## src/rtl/fetch_stage_pkg.sv

```systemverilog
// Shared pipeline definitions: bubble encoding, fetch FSM states and PC helpers.
package fetch_stage_pkg;

  localparam logic [31:0] NOP_INSTR = 32'hE1A0_0000;
  localparam logic [31:0] PC_STEP   = 32'd4;

  typedef enum logic {
    FETCH = 1'b0,
    HOLD  = 1'b1
  } fetch_state_e;

  typedef struct packed {
    logic [31:0] instr;
    logic [31:0] pcplus4;
    logic        valid;
  } ifid_t;

  // Redirect targets are forced onto a word boundary.
  function automatic logic [31:0] pc_align(input logic [31:0] addr);
    return addr & 32'hFFFF_FFFC;
  endfunction

  function automatic logic [31:0] pc_inc(input logic [31:0] pc);
    return pc + PC_STEP;
  endfunction

endpackage

```

## src/rtl/fetch_stage_ifid_reg.sv

```systemverilog
// Fetch/Decode pipeline register: synchronous reset, flush to a bubble, load enable.
module ifid_reg
  import fetch_stage_pkg::*;
#(
  parameter logic [31:0] NOP_INSTR = fetch_stage_pkg::NOP_INSTR
) (
  input  logic        clk,
  input  logic        rst_n,
  input  logic        en,
  input  logic        flush,
  input  ifid_t       d,
  output logic [31:0] instrd,
  output logic [31:0] pcplus4d,
  output logic        validd
);

  ifid_t q;

  always_ff @(posedge clk) begin
    if (!rst_n) begin
      q.instr   <= NOP_INSTR;
      q.pcplus4 <= '0;
      q.valid   <= 1'b0;
    end else if (flush) begin
      // Flush keeps the PC+4 of the slot so Decode still sees a coherent PC.
      q.instr   <= NOP_INSTR;
      q.pcplus4 <= d.pcplus4;
      q.valid   <= 1'b0;
    end else if (en) begin
      q <= d;
    end
  end

  assign instrd   = q.instr;
  assign pcplus4d = q.pcplus4;
  assign validd   = q.valid;

endmodule

```

## src/rtl/fetch_stage.sv

```systemverilog
// Instruction fetch stage: PC register, memory handshake FSM with a one-word
// park buffer for stalls, feeding the IF/ID register.
//
// state | meaning
// ------+-----------------------------------------------------------------
// FETCH | imem_req high, waiting for imem_ready at imem_addr = PCF
// HOLD  | word already fetched but Decode stalled; word parked in buffer
module fetch_stage
  import fetch_stage_pkg::*;
#(
  parameter logic [31:0] RESET_PC  = 32'h0000_0000,
  parameter logic [31:0] NOP_INSTR = fetch_stage_pkg::NOP_INSTR
) (
  input  logic        clk,
  input  logic        rst_n,
  input  logic        PCSrc,
  input  logic [31:0] BranchTarget,
  input  logic        StallF,
  input  logic        FlushD,
  output logic        imem_req,
  output logic [31:0] imem_addr,
  input  logic        imem_ready,
  input  logic [31:0] imem_rdata,
  output logic [31:0] InstrD,
  output logic [31:0] PCPlus4D,
  output logic        ValidD
);

  fetch_state_e state, state_nxt;
  logic [31:0]  pcf;
  logic [31:0]  buffer;
  logic [31:0]  pcf_plus4;
  logic         complete;
  logic         hold_xfer;
  logic         advance;
  ifid_t        ifid_d;

  assign pcf_plus4 = pc_inc(pcf);

  // A redirect squashes both a same-cycle completion and a parked word.
  assign complete  = (state == FETCH) && imem_ready && !PCSrc;
  assign hold_xfer = (state == HOLD) && !StallF && !PCSrc;
  assign advance   = (complete && !StallF) || hold_xfer;

  always_ff @(posedge clk) begin
    if (!rst_n) begin
      state <= FETCH;
    end else begin
      state <= state_nxt;
    end
  end

  always_comb begin
    state_nxt = state;
    if (PCSrc) begin
      state_nxt = FETCH;
    end else begin
      case (state)
        FETCH:   if (imem_ready && StallF) state_nxt = HOLD;
        HOLD:    if (!StallF) state_nxt = FETCH;
        default: state_nxt = FETCH;
      endcase
    end
  end

  always_comb begin
    imem_req = (state == FETCH);
  end

  always_ff @(posedge clk) begin
    if (!rst_n) begin
      pcf    <= pc_align(RESET_PC);
      buffer <= NOP_INSTR;
    end else begin
      if (PCSrc) begin
        pcf    <= pc_align(BranchTarget);
        buffer <= NOP_INSTR;
      end else begin
        if (advance) pcf <= pcf_plus4;
        if (complete && StallF) buffer <= imem_rdata;
      end
    end
  end

  assign imem_addr = pcf;

  // Without a completion or transfer, an unstalled decode register takes a bubble.
  always_comb begin
    ifid_d.pcplus4 = pcf_plus4;
    ifid_d.instr   = NOP_INSTR;
    ifid_d.valid   = 1'b0;
    if (complete) begin
      ifid_d.instr = imem_rdata;
      ifid_d.valid = 1'b1;
    end else if (hold_xfer) begin
      ifid_d.instr = buffer;
      ifid_d.valid = 1'b1;
    end
  end

  ifid_reg #(
    .NOP_INSTR(NOP_INSTR)
  ) u_ifid_reg (
    .clk      (clk),
    .rst_n    (rst_n),
    .en       (!StallF),
    .flush    (FlushD),
    .d        (ifid_d),
    .instrd   (InstrD),
    .pcplus4d (PCPlus4D),
    .validd   (ValidD)
  );

endmodule

```

## config.mk

```make
export PLATFORM = sky130hd
export DESIGN_NAME = fetch_stage
export DESIGN_NICKNAME = d
export VERILOG_FILES = /design/src/rtl/fetch_stage_pkg.sv /design/src/rtl/fetch_stage_ifid_reg.sv /design/src/rtl/fetch_stage.sv
export SDC_FILE = /design/constraint.sdc
export NUM_CORES = 1
export LEC_CHECK = 0
export ABC_AREA = 1
export CORE_UTILIZATION = 40
export CTS_CLUSTER_SIZE = 12
export DETAILED_ROUTE_END_ITERATION = 6
export GPL_ROUTABILITY_DRIVEN = 0
export PLACE_DENSITY = 0.8
export SYNTH_ARGS = -nofsm -noshare
export SYNTH_HDL_FRONTEND = slang
export SYNTH_SLANG_ARGS = --single-unit
```

## constraint.sdc

```tcl
create_clock -name clk -period 2.5 [get_ports clk]
set_input_delay 0.25 -clock clk [delete_from_list [all_inputs] [get_ports clk]]
set_output_delay 0.25 -clock clk [all_outputs]
set_load 0.01 [all_outputs]
```

==> results of run 1 <==
[cells by family after synthesis]
group | Yosys count | synth area share
xor gates and xnor gates | 15 | 0.0227
other | 1 | 0.000649
buffers and inverters | 117 | 0.0851
adders and majority gates | 1 | 0.00216
AOI/OAI and AO/OA | 141 | 0.145
DFF | 126 | 0.436
and+or+nand+nor | 440 | 0.308
[Yosys cell counts]
cell type | instances | area share
and2_1 | 3 | 0.0032
buf_4 | 5 | 0.0065
o21bai_1 | 22 | 0.029
o21ai_0 | 51 | 0.044
clkinv_1 | 1 | 0.00065
or2_2 | 2 | 0.0022
a21oi_1 | 27 | 0.023
nor2_1 | 90 | 0.058
nand2_1 | 299 | 0.19
nand2_2 | 1 | 0.0011
nor3_1 | 1 | 0.00087
xor2_1 | 12 | 0.018
inv_1 | 69 | 0.045
nand3b_1 | 4 | 0.0052
a21o_1 | 1 | 0.0013
a31oi_1 | 33 | 0.036
nor2_2 | 7 | 0.0076
xnor2_1 | 3 | 0.0045
o21ai_4 | 1 | 0.0028
inv_4 | 2 | 0.0022
buf_6 | 2 | 0.0039
ha_1 | 1 | 0.0022
dfxtp_1 | 126 | 0.44
inv_2 | 2 | 0.0013
conb_1 | 1 | 0.00065
buf_1 | 2 | 0.0013
nand3_4 | 2 | 0.0061
nand3_1 | 29 | 0.025
clkbuf_1 | 23 | 0.015
nor2_4 | 2 | 0.0039
buf_2 | 11 | 0.0095
o221ai_1 | 6 | 0.0091
[critical path: cells and delay by family, from the launching register on]
kind	cells	cell delay (ns)
AOI/OAI and AO/OA	1	0.14
adders and majority gates	1	0.22
buffers and inverters	1	0.05
DFF	1	0.42
and+or+nand+nor	7	0.92
[flip-flops by register name, summed over array words and instances, names as in the netlist]
| signal | flops |
|---|---|
| buffer | 32 |
| u_ifid_reg.instrd | 32 |
| imem_addr | 30 |
| u_ifid_reg.pcplus4d | 30 |
| state | 1 |
| u_ifid_reg.validd | 1 |
[cell type report]
type                       instances  area (um^2)  area share
timing repair buffer             174         1720       0.213
inverter                          74          283      0.0350
multi-input combinational        601         2780       0.344
tap                              180          225      0.0279
clock buffer                      23          488      0.0604
sequential                       126         2520       0.312
clock inverter                     7         62.6     0.00774
[metal layers]
| layer | up-vias | track usage |
|---|---|---|
| li1 | 2957 | - |
| met1 | 2656 | 0.274 |
| met2 | 221 | 0.391 |
| met3 | 21 | 0.0875 |
| met4 | 0 | 0.0724 |
| met5 | - | 0 |
[worst paths after layout]
check,slack [ns],endpoint
setup / recovery,0.64,u_ifid_reg.pcplus4d[24]
hold / removal,0.42,buffer[8]
setup reg to reg,0.64,u_ifid_reg.pcplus4d[24]
hold reg to reg,0.45,buffer[29]
[metrics by stage]
stage          hold WS, ns  power (mW)
5_1_grt              0.429        5.29
3_3_place_gp         0.437        2.82
4_1_cts              0.398        5.13
3_5_place_dp         0.443        2.83
6_report             0.416        5.09
2_1_floorplan        0.376        2.49
[power by group]
group          switching (mW)  total, mW  internal (mW)  leakage (nW)
registers              0.0739       2.17           2.09          1.03
logic                   0.309      0.625          0.316          2.11
clock network           0.854       2.30           1.45         0.274
total                    1.24       5.09           3.86          3.42
==> impl_metrics.toml, run 1 <==
[sta]
tightest_slew_ns = 1.05
drv_slew = 0
finalHoldViolations = 0
worst_slack_ns = 0.642
fin_tns_setup_ns = 0
slew_headroom = 0.296
rsz0062_at_grt = "no"
fin_worst_skew_ns = 0.00677
setup_viol = 0
max_freq_mhz = 538
period_share = 0.743
timing.final.crit_period_ns = 1.86

[clock_tree]
clk_pin_slew_ns = 0.06
insertion_delay_ns = 0.42
tritoncts = "done"
post_cts_buffers = 0
clock-root-buffer = "clkbuf_16"
cts_hold_buffers = 0
cts_resized = 0
cts.path.max_buffers = 2
cts_buffers = 17
clock_sinks = 126
h-tree-depth = 4

[synthesis]
synth.distinct_cells = 32
ys_warn_count = 0
syn_inst = 841
netlist_area_um2 = 5780
synth.avg_cell_area_um2 = 6.87
seq_area_frac_synth = 0.436
ys_ff_latch = 126

[power]
ir_drop_v = 0.000449
powerDensity_nw_per_um2 = 630
power_leakage_nw = 3.42

[hold_path]
min_path_type = "in2reg"
hp-start = "imem_rdata[8]"
hold_path_depth = 3

[run]
maxCapViolations = 0

[drt]
drtPass1Iterations = 7
wl_um = 16900
wl_met3_um = 1610
wl_met2_um = 8010
wl_met1_um = 7070
antenna_left = 0
avgViaCountPerCell = 4.94
wl_per_cell_um = 14.3
highest_layer = "met4"
drc_errors = 0
vias = 5855
drtIter0Drc = 398

[critical_path]
cp-startpoint = "imem_addr[2]"
max_stage_delay_ns = 0.42
critPathArrivalTime_ns = 2.17
required_ns = 2.82
crit_fanout = 6
path_class = "reg2reg"
crit_path_start_kind = "flop"
crit_chain = "ha_1 > nand2_1 > nor2_2 > nand2_1 > nor2_1 > nand2_1 > nand2_1 > nand2_1 > o21bai_1 > inv_1"
cpMostUsedCell = "nand2_1"
r2r_cells = 10
endpoint_kind = "flop"
rr_startpoint = "imem_addr[2]"
cp_slowest_cell = "dfxtp_1"

[floorplan]
core_um2 = 14000
fp.dieArea_um2 = 14900
pin_count = 168
dieHeight_um = 122
start_util = 0.413
core.rowCount = 43
die_w_um = 122

[cells_and_area]
stdcell_count = 1185
fill_cells = 1290
final_common_cell = "nand2_1"
syn_to_final_growth_pct = 39.8
design_area_um2 = 8080
post_route_cells_drive_above_1_share = 0.0607
fin_nets = 1065
post-route-util = 0.578
layout_common_cells = "299 x nand2_1, 161 x clkdlybuf4s50_1, 126 x dfxtp_1"
antenna_cells = 0

[grt]
antenna_found_initial = 0
grt_pass1_vias = 5379
grt-ovfl-total = 0
grt_start_max_net_pins = 37
grt_pass1_wl_um = 26800
track_usage = 0.233

[placed_design]
dp_hpwl_um = 11400
pre_cts_ws_ns = 0.312
numPortBuffers = 161
dp.cells = 1155
place_area_um2 = 7530

[outcome]
outcome = "finished, final reports clean"
Power figures use the tool's default switching activity.
==> run 2, diff against run 1 <==
==> constraint.sdc (replaced) <==
create_clock -name clk -period 1.79 [get_ports clk]
set_input_delay 0.179 -clock clk [delete_from_list [all_inputs] [get_ports clk]]
set_output_delay 0.179 -clock clk [all_outputs]
set_load 0.01 [all_outputs]
==> impl_metrics.toml, run 2 (synthesis results as in run 1) <==
[sta]
setup_viol = 0
fin_worst_skew_ns = 0.00875
finalHoldViolations = 0
max_freq_mhz = 592
drv_slew = 0
period_share = 0.944
timing.final.crit_period_ns = 1.69
rsz0062_at_grt = "no"
fin_tns_setup_ns = 0

[drt]
wl_per_cell_um = 14.3
avgViaCountPerCell = 4.97
drc_errors = 0
drtPass1Iterations = 5
drtIter0Drc = 324
antenna_left = 0
vias = 6040
wl_um = 17400

[cells_and_area]
post-route-util = 0.604
antenna_cells = 0
post_route_cells_drive_above_1_share = 0.0907
fin_nets = 1094
layout_common_cells = "298 x nand2_1, 161 x clkdlybuf4s50_1, 126 x dfxtp_1"
final_common_cell = "nand2_1"
syn_to_final_growth_pct = 46.1

[critical_path]
max_stage_delay_ns = 0.61
crit_chain = "clkdlybuf4s50_1"
worst-path-buf-inv = 1
crit_fanout = 6
critPathArrivalTime_ns = 1.51
cp_slowest_cell = "clkdlybuf4s50_1"
cp_top_family = "buffers and inverters"
required_ns = 1.61
crit_path_start_kind = "flop"
path_class = "reg2out"
endpoint_kind = "primary output"

[grt]
track_usage = 0.242
antenna_found_initial = 0
grt_start_max_net_pins = 33
grt-ovfl-total = 0
grt_pass1_wl_um = 27800
grt_pass1_vias = 5677

[floorplan]
core.rowCount = 43
die_w_um = 122
start_util = 0.413
core_um2 = 14000
dieHeight_um = 122
fp.dieArea_um2 = 14900
pin_count = 168

[clock_tree]
clock_sinks = 126
clock-root-buffer = "clkbuf_16"
cts_buffers = 17
insertion_delay_ns = 0.43
h-tree-depth = 4
clk_pin_slew_ns = 0.05
tritoncts = "done"
cts.path.max_buffers = 2
cts_hold_buffers = 0

[placed_design]
dp_hpwl_um = 12000
numPortBuffers = 161

[run]
maxCapViolations = 0

[outcome]
outcome = "finished, final reports clean"

[power]
power_leakage_nw = 3.61
finalPower_mw = 7.59
ir_drop_v = 0.000628
powerDensity_nw_per_um2 = 898

[hold_path]
min_path_type = "in2reg"
## run 2: changes by cell type in the layout (fill, tap and decap cells not counted), sizes merged
cell,before,now
clkinvlp,1,3
clkbuf,23,20
bufinv,1,4
buf,13,42
## run 2: final cells by class
cell class | instances | area (um^2)
flip-flops and latches | 126 | 2520
inverters | 74 | 283
repair buffers | 203 | 2000
fillers | 1233 | 5540
well taps | 180 | 225
clock inverters | 12 | 168
clock buffers | 20 | 447
multi-input cells | 601 | 2800
## run 2: metrics by stage
stage          cells  cell area, um^2  setup WS, ns  hold slack, ns
2_1_floorplan    844             5790         0.207           0.305
3_3_place_gp    1184             7810        0.0628           0.437
3_5_place_dp    1184             7810        0.0190           0.446
4_1_cts         1216             8430        0.0683           0.321
5_1_grt         1216             8450        0.0196           0.358
6_report        1216             8450         0.101           0.337
## run 2: worst paths after layout
check                        from                      end  slack, ns  cells past startpoint
setup / recovery    imem_addr[23]            imem_addr[23]       0.10                      1
hold / removal    BranchTarget[4]             imem_addr[4]       0.34                      3
setup reg to reg     imem_addr[2]  u_ifid_reg.pcplus4d[19]       0.15                     10
hold reg to reg        buffer[23]               buffer[23]       0.46                      2
## run 2: timing repair
action / in CTS / in global routing
setup endpoints to repair: 0 / 15
setup buffers: 0 / 0
gates resized for setup: 0 / 5
## run 2: power by group
part / total (mW) / switching (mW) / internal, mW
registers: 3.01 / 0.0892 / 2.92
clock network: 3.62 / 1.27 / 2.35
logic: 0.957 / 0.464 / 0.493
total: 7.59 / 1.82 / 5.76
## run 2: metal layers
metal	part of all wire	wire length [um]	track usage	up-vias
li1	-	-	-	3022
met1	0.41	7190	0.279	2727
met2	0.47	8210	0.414	256
met3	0.091	1590	0.0735	35
met4	0.023	408	0.102	0
met5	0	0	0	-
==> run 3, diff against run 2 <==
--- a/config.mk
+++ b/config.mk
@@ -6,11 +6,11 @@
 export NUM_CORES = 1
 export LEC_CHECK = 0
 export ABC_AREA = 1
-export CORE_UTILIZATION = 40
+export CORE_ASPECT_RATIO = 1.5
+export CORE_UTILIZATION = 48
 export CTS_CLUSTER_SIZE = 12
 export DETAILED_ROUTE_END_ITERATION = 6
-export GPL_ROUTABILITY_DRIVEN = 0
-export PLACE_DENSITY = 0.8
+export PLACE_DENSITY = 0.92
 export SYNTH_ARGS = -nofsm -noshare
 export SYNTH_HDL_FRONTEND = slang
 export SYNTH_SLANG_ARGS = --single-unit
==> impl_metrics.toml, run 3 (synthesis results as in run 1) <==
[critical_path]
path_class = "reg2reg"
required_ns = 2.09
crit_path_start_kind = "flop"
crit_fanout = 5
endpoint_kind = "flop"
regToRegSetupSlack_ns = 0.09
critPathArrivalTime_ns = 2.00

[cells_and_area]
layout_common_cells = "298 x nand2_1, 161 x clkdlybuf4s50_1, 124 x dfxtp_1"
post-route-util = 0.719
fin_nets = 1092
syn_to_final_growth_pct = 44.1
final_common_cell = "nand2_1"
post_route_cells_drive_above_1_share = 0.0928
antenna_cells = 0

[clock_tree]
clock-root-buffer = "clkbuf_16"
cts.path.max_buffers = 2
h-tree-depth = 4
insertion_delay_ns = 0.41
clock_sinks = 126
cts_buffers = 17
clk_pin_slew_ns = 0.06
cts_hold_buffers = 0
tritoncts = "done"
post_cts_buffers = 0

[sta]
finalHoldViolations = 0
rsz0062_at_grt = "yes"
fin_tns_setup_ns = 0
period_share = 0.948
max_freq_mhz = 590
setup_viol = 0
drv_slew = 0
timing.final.crit_period_ns = 1.70
fin_worst_skew_ns = 0.00886

[power]
seq_power_share = 0.416
finalPower_mw = 7.25
p_sw_frac = 0.264
clkPwrFrac = 0.454
power_leakage_nw = 3.57
powerDensity_nw_per_um2 = 870
combPwrFrac = 0.130
power.net_switching_mw = 1.91
p_int_mw = 5.34
ir_drop_v = 0.000668

[floorplan]
pin_count = 168
fp.dieArea_um2 = 12500
core_um2 = 11600
dieHeight_um = 136
core.rowCount = 48
start_util = 0.499
die_w_um = 91.6

[placed_design]
dp_hpwl_um = 12300
numPortBuffers = 161
place.gp.congestion = 0.926

[drt]
antenna_left = 0
vias = 6228
avgViaCountPerCell = 5.26
wl_per_cell_um = 15.1
wl_um = 17900
drtPass1Iterations = 5
drc_errors = 0
drtIter0Drc = 371

[grt]
grt-ovfl-total = 0
antenna_found_initial = 0
track_usage = 0.292
grt_start_max_net_pins = 33
grt_pass1_vias = 6048
grt_pass1_wl_um = 28500

[outcome]
outcome = "finished, final reports clean"

[run]
maxCapViolations = 0

[hold_path]
min_path_type = "in2reg"
run 3: changes by cell type in the layout (fill, tap and decap cells not counted), sizes merged:
cell,before,now
buf,42,40
clkbuf,20,18
inv,73,78
bufinv,4,1
run 3: worst max-delay path, cell delays in order (launching register included):
cell      delay, ns
dfxtp_1        0.34
ha_2           0.19
nand2_1        0.09
nor2_4         0.12
nand2_2        0.11
nor2_2         0.31
nand2_1        0.09
nand2_1        0.06
nand2_1        0.08
o21bai_1       0.14
inv_1          0.06
run 3: path summary, 6_finish.rpt:
kind	endpoint	cells past startpoint	startpoint
min reg2reg	buffer[21]	2	buffer[21]
min	u_ifid_reg.instrd[19]	3	imem_rdata[19]
max reg2reg	u_ifid_reg.pcplus4d[28]	10	imem_addr[2]
max	u_ifid_reg.pcplus4d[28]	10	imem_addr[2]
run 3: layout make-up:
type	instances	area, um^2
well taps	150	188
fillers	845	3260
repair buffers	201	1970
multi-input cells	601	2800
flip-flops and latches	126	2520
inverters	74	283
clock buffers	18	429
clock inverters	14	135
run 3: what timing repair did:
item,in CTS,in global routing
setup endpoints to repair,0,12
hold endpoints to repair,0,0
gates resized for setup,0,7
run 3: stage by stage:
stage | area [um^2] | hold WS (ns) | instances | worst slack [ns]
3_3_place_gp | 7750 | 0.438 | 1152 | 0.0802
6_report | 8330 | 0.359 | 1184 | 0.0938
2_1_floorplan | 5790 | 0.305 | 844 | 0.207
3_5_place_dp | 7750 | 0.445 | 1152 | -0.0317
5_1_grt | 8330 | 0.368 | 1184 | -0.0435
4_1_cts | 8310 | 0.347 | 1184 | 0.0445
run 3: layer usage:
layer	vias to the layer above	GRT usage	share of wire
met5	-	0	0
met4	0	0.133	0.035
li1	3024	-	-
met2	320	0.543	0.52
met3	54	0.0839	0.083
met1	2830	0.299	0.36
run 3: power by group through the flow:
stage	logic (mW)	clock network, mW	registers (mW)
2_1_floorplan	0.376	0	3.10
3_3_place_gp	0.912	0	3.07
3_5_place_dp	0.929	0	3.07
4_1_cts	0.939	3.32	3.01
5_1_grt	1.02	3.46	3.03
6_report	0.940	3.29	3.02
